==> src/rtl/mem_arbiter.sv <==
// -----------------------------------------------------------------------------
// mem_arbiter
//   Shares one memory port between an instruction-fetch requester (read-only,
//   32-bit result) and a data requester (load/store, 64-bit). One transaction
//   is in flight at a time: IDLE -> ACCESS -> (WAIT, reads only) -> RESP -> IDLE.
//   Data normally wins arbitration; a starvation counter hands the port to a
//   waiting fetch once STARVE_MAX data grants have been made in a row while
//   the fetch was pending.
//
// Parameters
//   MEM_LAT    memory read latency in cycles (1..7)
//   STARVE_MAX data grants tolerated while fetch waits (1..15)
//
// Ports
//   clk, reset                 rising-edge clock, async active-high reset
//   i_req, i_addr              fetch request and byte address
//   i_done, i_rdata            fetch completion pulse, low word of result
//   d_req, d_wr, d_addr,
//   d_wdata                    data request, 1=store, byte address, store data
//   d_done, d_rdata            data completion pulse, load result
//   mem_addr, mem_wr,
//   mem_wdata, mem_rdata       shared memory port
//   busy                       high whenever the arbiter is not IDLE
// -----------------------------------------------------------------------------
module mem_arbiter #(
    parameter int MEM_LAT    = 1,
    parameter int STARVE_MAX = 4
) (
    input  logic        clk,
    input  logic        reset,
    input  logic        i_req,
    input  logic [31:0] i_addr,
    output logic        i_done,
    output logic [31:0] i_rdata,
    input  logic        d_req,
    input  logic        d_wr,
    input  logic [31:0] d_addr,
    input  logic [63:0] d_wdata,
    output logic        d_done,
    output logic [63:0] d_rdata,
    output logic [31:0] mem_addr,
    output logic        mem_wr,
    output logic [63:0] mem_wdata,
    input  logic [63:0] mem_rdata,
    output logic        busy
);

    typedef enum logic [1:0] {
        IDLE   = 2'd0,
        ACCESS = 2'd1,
        WAIT   = 2'd2,
        RESP   = 2'd3
    } stateType;

    // WAIT lasts MEM_LAT cycles, so the counter starts at MEM_LAT-1 and the
    // cycle in which it reads zero is the one where mem_rdata is valid.
    localparam logic [2:0] WAIT_INIT  = 3'(MEM_LAT - 1);
    localparam logic [3:0] STARVE_LIM = 4'(STARVE_MAX);

    stateType    stateReg;
    stateType    stateNext;

    logic        grantFetchReg;   // 1 = current transaction belongs to fetch
    logic        storeReg;        // 1 = current transaction is a data store
    logic [31:0] addrReg;
    logic [63:0] wdataReg;
    logic [2:0]  waitCntReg;
    logic [3:0]  starveCntReg;
    logic [63:0] resultReg;

    logic        anyReq;
    logic        fetchWins;

    assign anyReq = i_req | d_req;

    // Fetch takes the port when it is alone, or when data has already been
    // granted STARVE_MAX times in a row while fetch was waiting.
    assign fetchWins = i_req & (~d_req | (starveCntReg == STARVE_LIM));

    // ---------------------------------------------------------------- FSM ---
    always_ff @(posedge clk or posedge reset) begin
        if (reset) begin
            stateReg <= IDLE;
        end else begin
            stateReg <= stateNext;
        end
    end

    always_comb begin
        stateNext = stateReg;
        mem_wr    = 1'b0;
        i_done    = 1'b0;
        d_done    = 1'b0;
        busy      = 1'b1;
        case (stateReg)
            IDLE: begin
                busy = 1'b0;
                if (anyReq) begin
                    stateNext = ACCESS;
                end
            end
            ACCESS: begin
                // Decoded from state so that reset pulls it low immediately.
                mem_wr = storeReg;
                if (storeReg) begin
                    stateNext = RESP;
                end else begin
                    stateNext = WAIT;
                end
            end
            WAIT: begin
                if (waitCntReg == 3'd0) begin
                    stateNext = RESP;
                end
            end
            RESP: begin
                i_done    = grantFetchReg;
                d_done    = ~grantFetchReg;
                stateNext = IDLE;
            end
            default: begin
                stateNext = IDLE;
            end
        endcase
    end

    // ----------------------------------------------------------- datapath ---
    always_ff @(posedge clk or posedge reset) begin
        if (reset) begin
            grantFetchReg <= 1'b0;
            storeReg      <= 1'b0;
            addrReg       <= '0;
            wdataReg      <= '0;
            waitCntReg    <= '0;
            starveCntReg  <= '0;
            resultReg     <= '0;
        end else begin
            case (stateReg)
                IDLE: begin
                    if (anyReq) begin
                        grantFetchReg <= fetchWins;
                        storeReg      <= ~fetchWins & d_wr;
                        addrReg       <= fetchWins ? i_addr : d_addr;
                        wdataReg      <= d_wdata;
                        if (fetchWins) begin
                            starveCntReg <= '0;
                        end else if (i_req) begin
                            // Data beat a waiting fetch: count it, saturating.
                            if (starveCntReg != STARVE_LIM) begin
                                starveCntReg <= starveCntReg + 4'd1;
                            end
                        end else begin
                            starveCntReg <= '0;
                        end
                    end
                end
                ACCESS: begin
                    waitCntReg <= WAIT_INIT;
                end
                WAIT: begin
                    if (waitCntReg == 3'd0) begin
                        resultReg <= mem_rdata;
                    end else begin
                        waitCntReg <= waitCntReg - 3'd1;
                    end
                end
                default: begin
                end
            endcase
        end
    end

    // Address and write data hold their last latched values between accesses.
    assign mem_addr  = addrReg;
    assign mem_wdata = wdataReg;
    assign i_rdata   = resultReg[31:0];
    assign d_rdata   = resultReg;

endmodule

==> config.mk <==
export PLATFORM = sky130hd
export DESIGN_NAME = mem_arbiter
export DESIGN_NICKNAME = d
export VERILOG_FILES = /design/src/rtl/mem_arbiter.sv
export SDC_FILE = /design/constraint.sdc
export NUM_CORES = 1
export LEC_CHECK = 0
export BUFFER_PORTS_ARGS = -buffer_cell sky130_fd_sc_hd__buf_4
export CAP_MARGIN = 10
export CORE_MARGIN = 4
export CORE_UTILIZATION = 35
export CTS_CLUSTER_SIZE = 20
export DETAILED_ROUTE_END_ITERATION = 8
export GPL_ROUTABILITY_DRIVEN = 1
export PLACE_DENSITY = 0.67
export SLEW_MARGIN = 20
export SYNTH_ARGS = -nofsm -noshare
export SYNTH_HDL_FRONTEND = slang
export SYNTH_SLANG_ARGS = --single-unit
==> constraint.sdc <==
create_clock -name clk -period 5.5 [get_ports clk]
set_clock_uncertainty 0.2 [all_clocks]
set_input_delay 0.55 -clock clk [delete_from_list [all_inputs] [get_ports clk]]
set_output_delay 0.55 -clock clk [all_outputs]
set_load 0.02 [all_outputs]
==> results of run 1 <==
cells by family after synthesis:
family                   count (synthesis)  share of synthesized area (%)
adder cells (fa/ha/maj)                  8                          1.354
buffers and inverters                   88                          6.755
flip-flops                             171                          57.90
AND/OR/NAND/NOR                        309                          17.27
AO/OA/AOI/OAI                           48                          6.823
multiplexers                            65                          9.903
area by class of cell:
class | count | area share [%]
clock buffers | 19 | 4.068
clock inverters | 13 | 1.390
inverters | 12 | 0.4596
multi-input cells | 430 | 24.20
flip-flops and latches | 171 | 39.30
well taps | 270 | 3.102
repair buffers | 397 | 27.48
layout by cell type, fill, tap and decap left out, types with 2 or more instances in the layout:
| cell type | instances |
|---|---|
| sky130_fd_sc_hd__nand2_1 | 263 |
| sky130_fd_sc_hd__o311ai_0 | 2 |
| sky130_fd_sc_hd__buf_4 | 396 |
| sky130_fd_sc_hd__nor2_1 | 2 |
| sky130_fd_sc_hd__o21ai_1 | 2 |
| sky130_fd_sc_hd__inv_1 | 11 |
| sky130_fd_sc_hd__inv_6 | 4 |
| sky130_fd_sc_hd__and2_1 | 2 |
| sky130_fd_sc_hd__nand4_1 | 34 |
| sky130_fd_sc_hd__inv_8 | 4 |
| sky130_fd_sc_hd__mux2_2 | 65 |
| sky130_fd_sc_hd__nand2b_1 | 2 |
| sky130_fd_sc_hd__clkbuf_16 | 17 |
| sky130_fd_sc_hd__o2bb2ai_1 | 2 |
| sky130_fd_sc_hd__o211ai_2 | 29 |
| sky130_fd_sc_hd__dfrtp_1 | 171 |
| sky130_fd_sc_hd__o211ai_1 | 3 |
| sky130_fd_sc_hd__clkinv_4 | 3 |
| sky130_fd_sc_hd__ha_1 | 8 |
stage by stage:
stage	hold slack, ns	instances	utilization, %	area [um2]
after floorplan	0.2559	689	-	7391
after global routing	0.08743	1312	53.13	10890
after CTS	0.08215	1312	53.13	10890
after global placement	0.2599	1280	50.23	10290
final	0.05131	1312	53.13	10890
after detailed placement	0.2633	1280	50.23	10290
how the worst max path moves through the flow:
stage	slack, ns	endpoint	depth (start not counted)	startpoint
3_3_place_gp	2.72	mem_addr[22]	4	i_req
5_1_grt	2.47	mem_addr[16]	7	stateReg[0]
2_1_floorplan	0.12	d_rdata[0]	1	reset
3_5_place_dp	2.71	mem_addr[22]	7	stateReg[0]
4_1_cts	2.69	mem_addr[22]	7	stateReg[0]
6_report	2.70	mem_addr[16]	7	stateReg[0]
worst max-delay path: stages, from the launching register on:
cell and delay, ns:
sky130_fd_sc_hd__dfrtp_1 0.43, sky130_fd_sc_hd__inv_1 0.10, sky130_fd_sc_hd__ha_1 0.14, sky130_fd_sc_hd__buf_4 0.36
sky130_fd_sc_hd__o21a_4 0.46, sky130_fd_sc_hd__buf_4 0.62, sky130_fd_sc_hd__nand2_1 0.16, sky130_fd_sc_hd__o211ai_2 0.15
state kept, by name, indices dropped and copies added, names as in the netlist:
name	count
mem_addr	32
waitCntReg	3
grantFetchReg	1
d_rdata	64
starveCntReg	4
stateReg	2
mem_wdata	64
storeReg	1
where the power goes:
group / switching [mW] / internal, mW / leakage [nW]
logic: 2.04 / 1.56 / 3.23
clock network: 0.560 / 0.660 / 0.289
registers: 0.377 / 1.87 / 2.08
routing by layer:
metal  part of all wire, %  track usage, %  up-vias
li1                      -               -     2938
met1                    37           21.12     2912
met2                    52           32.52      254
met3                   8.7           6.022       26
met4                   1.9           5.600        0
met5                     0               0        -
==> qor.log, run 1 <==
INFO  clocking       cts_post_setup_buffers_inserted=0
INFO  sta            period_minus_slack=2.798ns
INFO  detailed_routing first_pass_iters=4
INFO  sta            totalNegativeSetupSlack=0ns
INFO  final_layout   regArea=0.004279mm2
INFO  clocking       post_cts_resized=0
INFO  detailed_routing detail_route.iter0.violations=291
INFO  yosys          synth_most_common_cell=sky130_fd_sc_hd__nand2_1
INFO  sta            fin_ws=2.702ns
INFO  detailed_routing postRouteAntennaNets=0
INFO  detailed_routing wl=22.11mm
INFO  grt            grt_first_pass_wirelength=34.40mm
INFO  clocking       cts_tree=done
INFO  yosys          synth_cell_types=32
INFO  flow_run       drv.max_cap_violation_count=0
INFO  clocking       cts-htree-levels=4
INFO  floorplanning  die_height=153.3um
INFO  yosys          synth.avg_cell_area=10.73um2
INFO  grt            grt_max_degree=100
INFO  yosys          ys_warn_count=0
INFO  clocking       buffer_levels_on_the_longest_clock_path=2
INFO  yosys          synth_top_cells_by_count=sky130_fd_sc_hd__nand2_1 (264), sky130_fd_sc_hd__dfrtp_1 (171), sky130_fd_sc_hd__mux2_2 (65)
INFO  floorplanning  die-area=0.02351mm2
INFO  placement      place_congestion=0.8090
INFO  worst_setup_path ff2ff_path_depth=7
INFO  yosys          postSynthNetCount=894
INFO  detailed_routing detailroute.via_count=6130
INFO  clocking       cts_num_sinks=171
INFO  final_layout   total_area_of_multi_input_combinational_cells=0.002635mm2
INFO  grt            track_usage=18.37%
INFO  clocking       cts.hold.buffers_added=0
INFO  power_and_ir_drop report.power.total=7.068mW
INFO  sta            max_slew.worst_pin.slew=1.084ns
INFO  sta            clock.fmax=357.4MHz
INFO  yosys          netlist_top_cells_area=sky130_fd_sc_hd__dfrtp_1 (58%), sky130_fd_sc_hd__nand2_1 (13%), sky130_fd_sc_hd__mux2_2 (9.9%), sky130_fd_sc_hd__o211ai_2 (4.9%), sky130_fd_sc_hd__buf_4 (3.3%)
INFO  floorplanning  std_cell_rows=52
INFO  worst_setup_path worst-path-max-fanout=64
INFO  status         status=finished clean
INFO  power_and_ir_drop peakVddDrop=0.2748mV
INFO  yosys          ys_ff_latch=171
INFO  yosys          syn-cell-area=0.007391mm2
INFO  detailed_routing drc=0
INFO  yosys          synthFlopType=sky130_fd_sc_hd__dfrtp_1
INFO  worst_setup_path r2r_setup_slack=2.70ns
INFO  power_and_ir_drop power.density_cell_area=649.1mW/mm2
INFO  sta            post-route-period-util=50.88%
INFO  yosys          synthDominantAreaCellType=sky130_fd_sc_hd__dfrtp_1
INFO  placement      port_buffers=392
INFO  sta            slew_violations=0
INFO  clocking       cts-buffers-inserted=17
INFO  detailed_routing drt-vias-per-instance=4.672
INFO  grt            sum_of_overflow_across_all_layers_after_global_routing=0
INFO  worst_setup_path criticalPathCategory=reg -> reg
INFO  grt            grt_pass1_vias=6154
INFO  floorplanning  die_w=153.3um
INFO  sta            setup_repair_after_global_routing_missed_its_margin=false
INFO  yosys          postSynthCellCount=689
INFO  placement      detailed_place_hpwl=16.10mm
INFO  final_layout   final_net_count=1234
INFO  yosys          synth-async-reset-ratio=100.0%
INFO  placement      post-place-ws=2.707ns
INFO  hold_path      min-delay-path-class=in -> async
INFO  clocking       insertion_delay=0.42ns
INFO  sta            max_slew_margin=27.74%
INFO  yosys          area_fraction_of_the_dominant_cell_type_after_synthesis=57.90%
INFO  detailed_routing wl_per_cell=16.85um
INFO  final_layout   fillCellCount=1857
INFO  floorplanning  fp.coreArea=0.02049mm2
INFO  floorplanning  floorplan.initialDensity=36.06%
INFO  sta            report.final.hold_viol_count=0
INFO  worst_setup_path rr_startpoint=stateReg[0]
INFO  worst_setup_path critical_path.startpoint_type=register
INFO  final_layout   share_of_post_route_cells_with_drive_strength_above_1=50.67%
INFO  grt            initial_antenna_violation_count=0
INFO  clocking       ctsRootBufferMaster=sky130_fd_sc_hd__clkbuf_16
INFO  yosys          synth.yosys.seq_area_share=57.90%
INFO  floorplanning  floorplan.io_pins=393
INFO  final_layout   n_antenna_cell=0
INFO  worst_setup_path worst-endpoint-required=5.64ns
INFO  clocking       clkTransAtPathRegs=0.07ns
INFO  yosys          number_of_enable_type_register_cells_in_the_synthesized_netlist=0
INFO  worst_setup_path arrival=2.93ns
INFO  sta            setup_viol_count_final=0
INFO  power_and_ir_drop cellLeakagePower=5.602nW
INFO  worst_setup_path critical_path.endpoint_type=register
INFO  worst_setup_path timing.rr.end=mem_addr[16]
INFO  final_layout   syn2layout_area_growth=47.33%
Power figures use the tool's default switching activity.
==> run 2: changes to the inputs <==
clock period = 2.5 ns   (was 5.5 ns; I/O delays follow)
==> qor.log, run 2 (synthesized netlist as in run 1, its figures left out) <==
INFO  status         status=finished clean
INFO  detailed_routing detail_route.iter0.violations=311
INFO  power_and_ir_drop report.power.total=16.41mW
INFO  power_and_ir_drop switching_share_of_power=41.38%
INFO  floorplanning  fp.coreArea=0.02049mm2
INFO  worst_setup_path worst_path_max_delay_cell=sky130_fd_sc_hd__dlygate4sd3_1
INFO  final_layout   total_area_of_multi_input_combinational_cells=0.002648mm2
INFO  detailed_routing detailroute.via_count=7121
INFO  sta            slew_violations=0
INFO  grt            track_usage=21.14%
INFO  clocking       cts_post_setup_buffers_inserted=0
INFO  final_layout   final_net_count=1436
INFO  power_and_ir_drop pwr-share-seq=30.4%
INFO  floorplanning  die_height=153.3um
INFO  final_layout   fillCellCount=1574
INFO  power_and_ir_drop power.density_cell_area=1265mW/mm2
INFO  sta            totalNegativeSetupSlack=0ns
INFO  final_layout   finish.instance_area=0.01298mm2
INFO  grt            grt_pass1_vias=7615
INFO  grt            grt_max_degree=93
INFO  power_and_ir_drop peakVddDrop=0.5621mV
INFO  detailed_routing wl_per_cell=16.76um
INFO  floorplanning  floorplan.initialDensity=36.06%
INFO  detailed_routing first_pass_iters=4
INFO  placement      port_buffers=392
INFO  final_layout   regArea=0.004279mm2
INFO  final_layout   most_common_cell_after_layout_fill_and_taps_aside=sky130_fd_sc_hd__buf_4
INFO  detailed_routing postRouteAntennaNets=0
INFO  worst_setup_path ff2ff_path_depth=7
INFO  clocking       buffer_levels_on_the_longest_clock_path=2
INFO  worst_setup_path worst-path-max-fanout=42
INFO  sta            report.final.hold_viol_count=0
INFO  final_layout   share_of_post_route_cells_with_drive_strength_above_1=43.04%
INFO  worst_setup_path cp_cell_sequence=inv_1, ha_4, o21a_4, buf_12, nand2_1, o211ai_2, dlygate4sd3_1
INFO  power_and_ir_drop power_switching=6.790mW
INFO  grt            sum_of_overflow_across_all_layers_after_global_routing=0
INFO  clocking       ctsRootBufferMaster=sky130_fd_sc_hd__clkbuf_16
INFO  detailed_routing drc=0
INFO  worst_setup_path critical_path.endpoint_type=register
INFO  worst_setup_path path_buf_inv=3
INFO  sta            max_slew_margin=51.44%
INFO  sta            post-route-period-util=94.20%
INFO  final_layout   syn2layout_area_growth=75.57%
INFO  sta            setup_viol_count_final=0
INFO  clocking       insertion_delay=0.42ns
INFO  sta            max_slew.worst_pin.slew=0.7256ns
INFO  placement      postPlaceCellArea=0.01042mm2
INFO  final_layout   n_antenna_cell=0
INFO  clocking       cts_num_sinks=171
INFO  worst_setup_path cp_slowest_stage_delay=0.58ns
INFO  floorplanning  std_cell_rows=52
INFO  clocking       cts-buffers-inserted=17
INFO  grt            initial_antenna_violation_count=0
INFO  detailed_routing drt-vias-per-instance=4.707
INFO  power_and_ir_drop logic_gate_share_of_total_power=53.2%
INFO  floorplanning  die_w=153.3um
INFO  placement      detailed_place_hpwl=16.43mm
INFO  power_and_ir_drop internal_power=9.618mW
INFO  worst_setup_path critical_path.startpoint_type=register
INFO  detailed_routing wl=25.35mm
INFO  clocking       clkTransAtPathRegs=0.07ns
INFO  floorplanning  floorplan.io_pins=393
INFO  final_layout   util_after_layout=63.32%
INFO  hold_path      hold-path-cell-count=3
INFO  worst_setup_path criticalPathCategory=reg -> reg
INFO  worst_setup_path critical_path_depth=7
INFO  floorplanning  die-area=0.02351mm2
INFO  placement      place_congestion=0.8037
INFO  sta            clock.fmax=424.6MHz
INFO  clocking       cts_tree=done
INFO  flow_run       drv.max_cap_violation_count=0
INFO  clocking       cts-htree-levels=4
INFO  worst_setup_path worst-endpoint-required=2.65ns
INFO  sta            setup_repair_after_global_routing_missed_its_margin=false
INFO  power_and_ir_drop cellLeakagePower=6.490nW
INFO  worst_setup_path arrival=2.50ns
INFO  hold_path      min-delay-path-class=in -> reg
INFO  power_and_ir_drop power.share.clock=16.4%
INFO  sta            period_minus_slack=2.355ns
INFO  final_layout   layout_common_cells=sky130_fd_sc_hd__buf_4 (396), sky130_fd_sc_hd__nand2_1 (263), sky130_fd_sc_hd__dlygate4sd3_1 (195)
INFO  grt            grt_first_pass_wirelength=40.50mm
INFO  worst_setup_path critical-path-top-delay-family=buffers and inverters
## run 2: cell types whose count changed in the layout (fill, tap and decap cells not counted), sizes merged
cell         change
inv              -1
buf              +7
dlygate4sd3    +195
bufinv           +1
clkinv           -2
clkbuf           -1
clkinvlp         +2
## run 2: layer usage
metal | vias to the layer above | part of all wire [%] | global-route usage (%)
met5 | - | 0 | 0
met4 | 0 | 3.7 | 8.613
li1 | 3341 | - | -
met1 | 3393 | 38 | 24.44
met2 | 328 | 51 | 36.61
met3 | 59 | 7.7 | 6.361
## run 2: final timing paths
check | from | to | slack, ns
min in group asynchronous | reset | d_rdata[18] | 0.32
worst max register to register | stateReg[0] | mem_addr[28] | 0.15
worst max-delay path | stateReg[0] | mem_addr[28] | 0.15
max in group asynchronous | reset | d_rdata[51] | 1.32
worst min register to register | mem_wdata[37] | mem_wdata[37] | 0.28
worst min-delay path | i_req | stateReg[0] | 0.14
## run 2: stage by stage
stage                     hold slack, ns  setup WS [ns]  std cells
after floorplan                   0.1554        -0.1327        689
after global routing              0.1590        0.02727       1513
after CTS                         0.1184        0.01673       1513
final                             0.1413         0.1451       1513
after detailed placement          0.2428         0.4805       1287
after global placement            0.2383         0.5250       1287
## run 2: area by class of cell
cell class | count | area share (%)
Clock inverter | 13 | 1.215
Sequential cell | 171 | 32.98
Tap cell | 270 | 2.603
Multi-Input combinational cell | 430 | 20.40
Clock buffer | 18 | 3.307
Timing Repair Buffer | 599 | 39.12
Inverter | 12 | 0.3760
## run 2: what timing repair did
item                       CTS  global route
gates resized for setup      0             3
setup endpoints to repair    0            20
hold buffers               195             0
hold endpoints to repair   332             0
## run 2: power by group through the flow
stage	clock network, mW	registers (mW)	logic (mW)
floorplan	0	6.44	3.43
global placement	0	4.95	8.09
detailed placement	0	4.99	8.21
CTS	2.77	4.96	8.70
global route	2.87	5.16	9.33
finish	2.69	4.99	8.74
## run 2: tightest hold or removal path, delay by kind of cell
family | cells | cell delay, ns
buffers and inverters | 1 | 0.14
AO/OA/AOI/OAI | 2 | 0.33
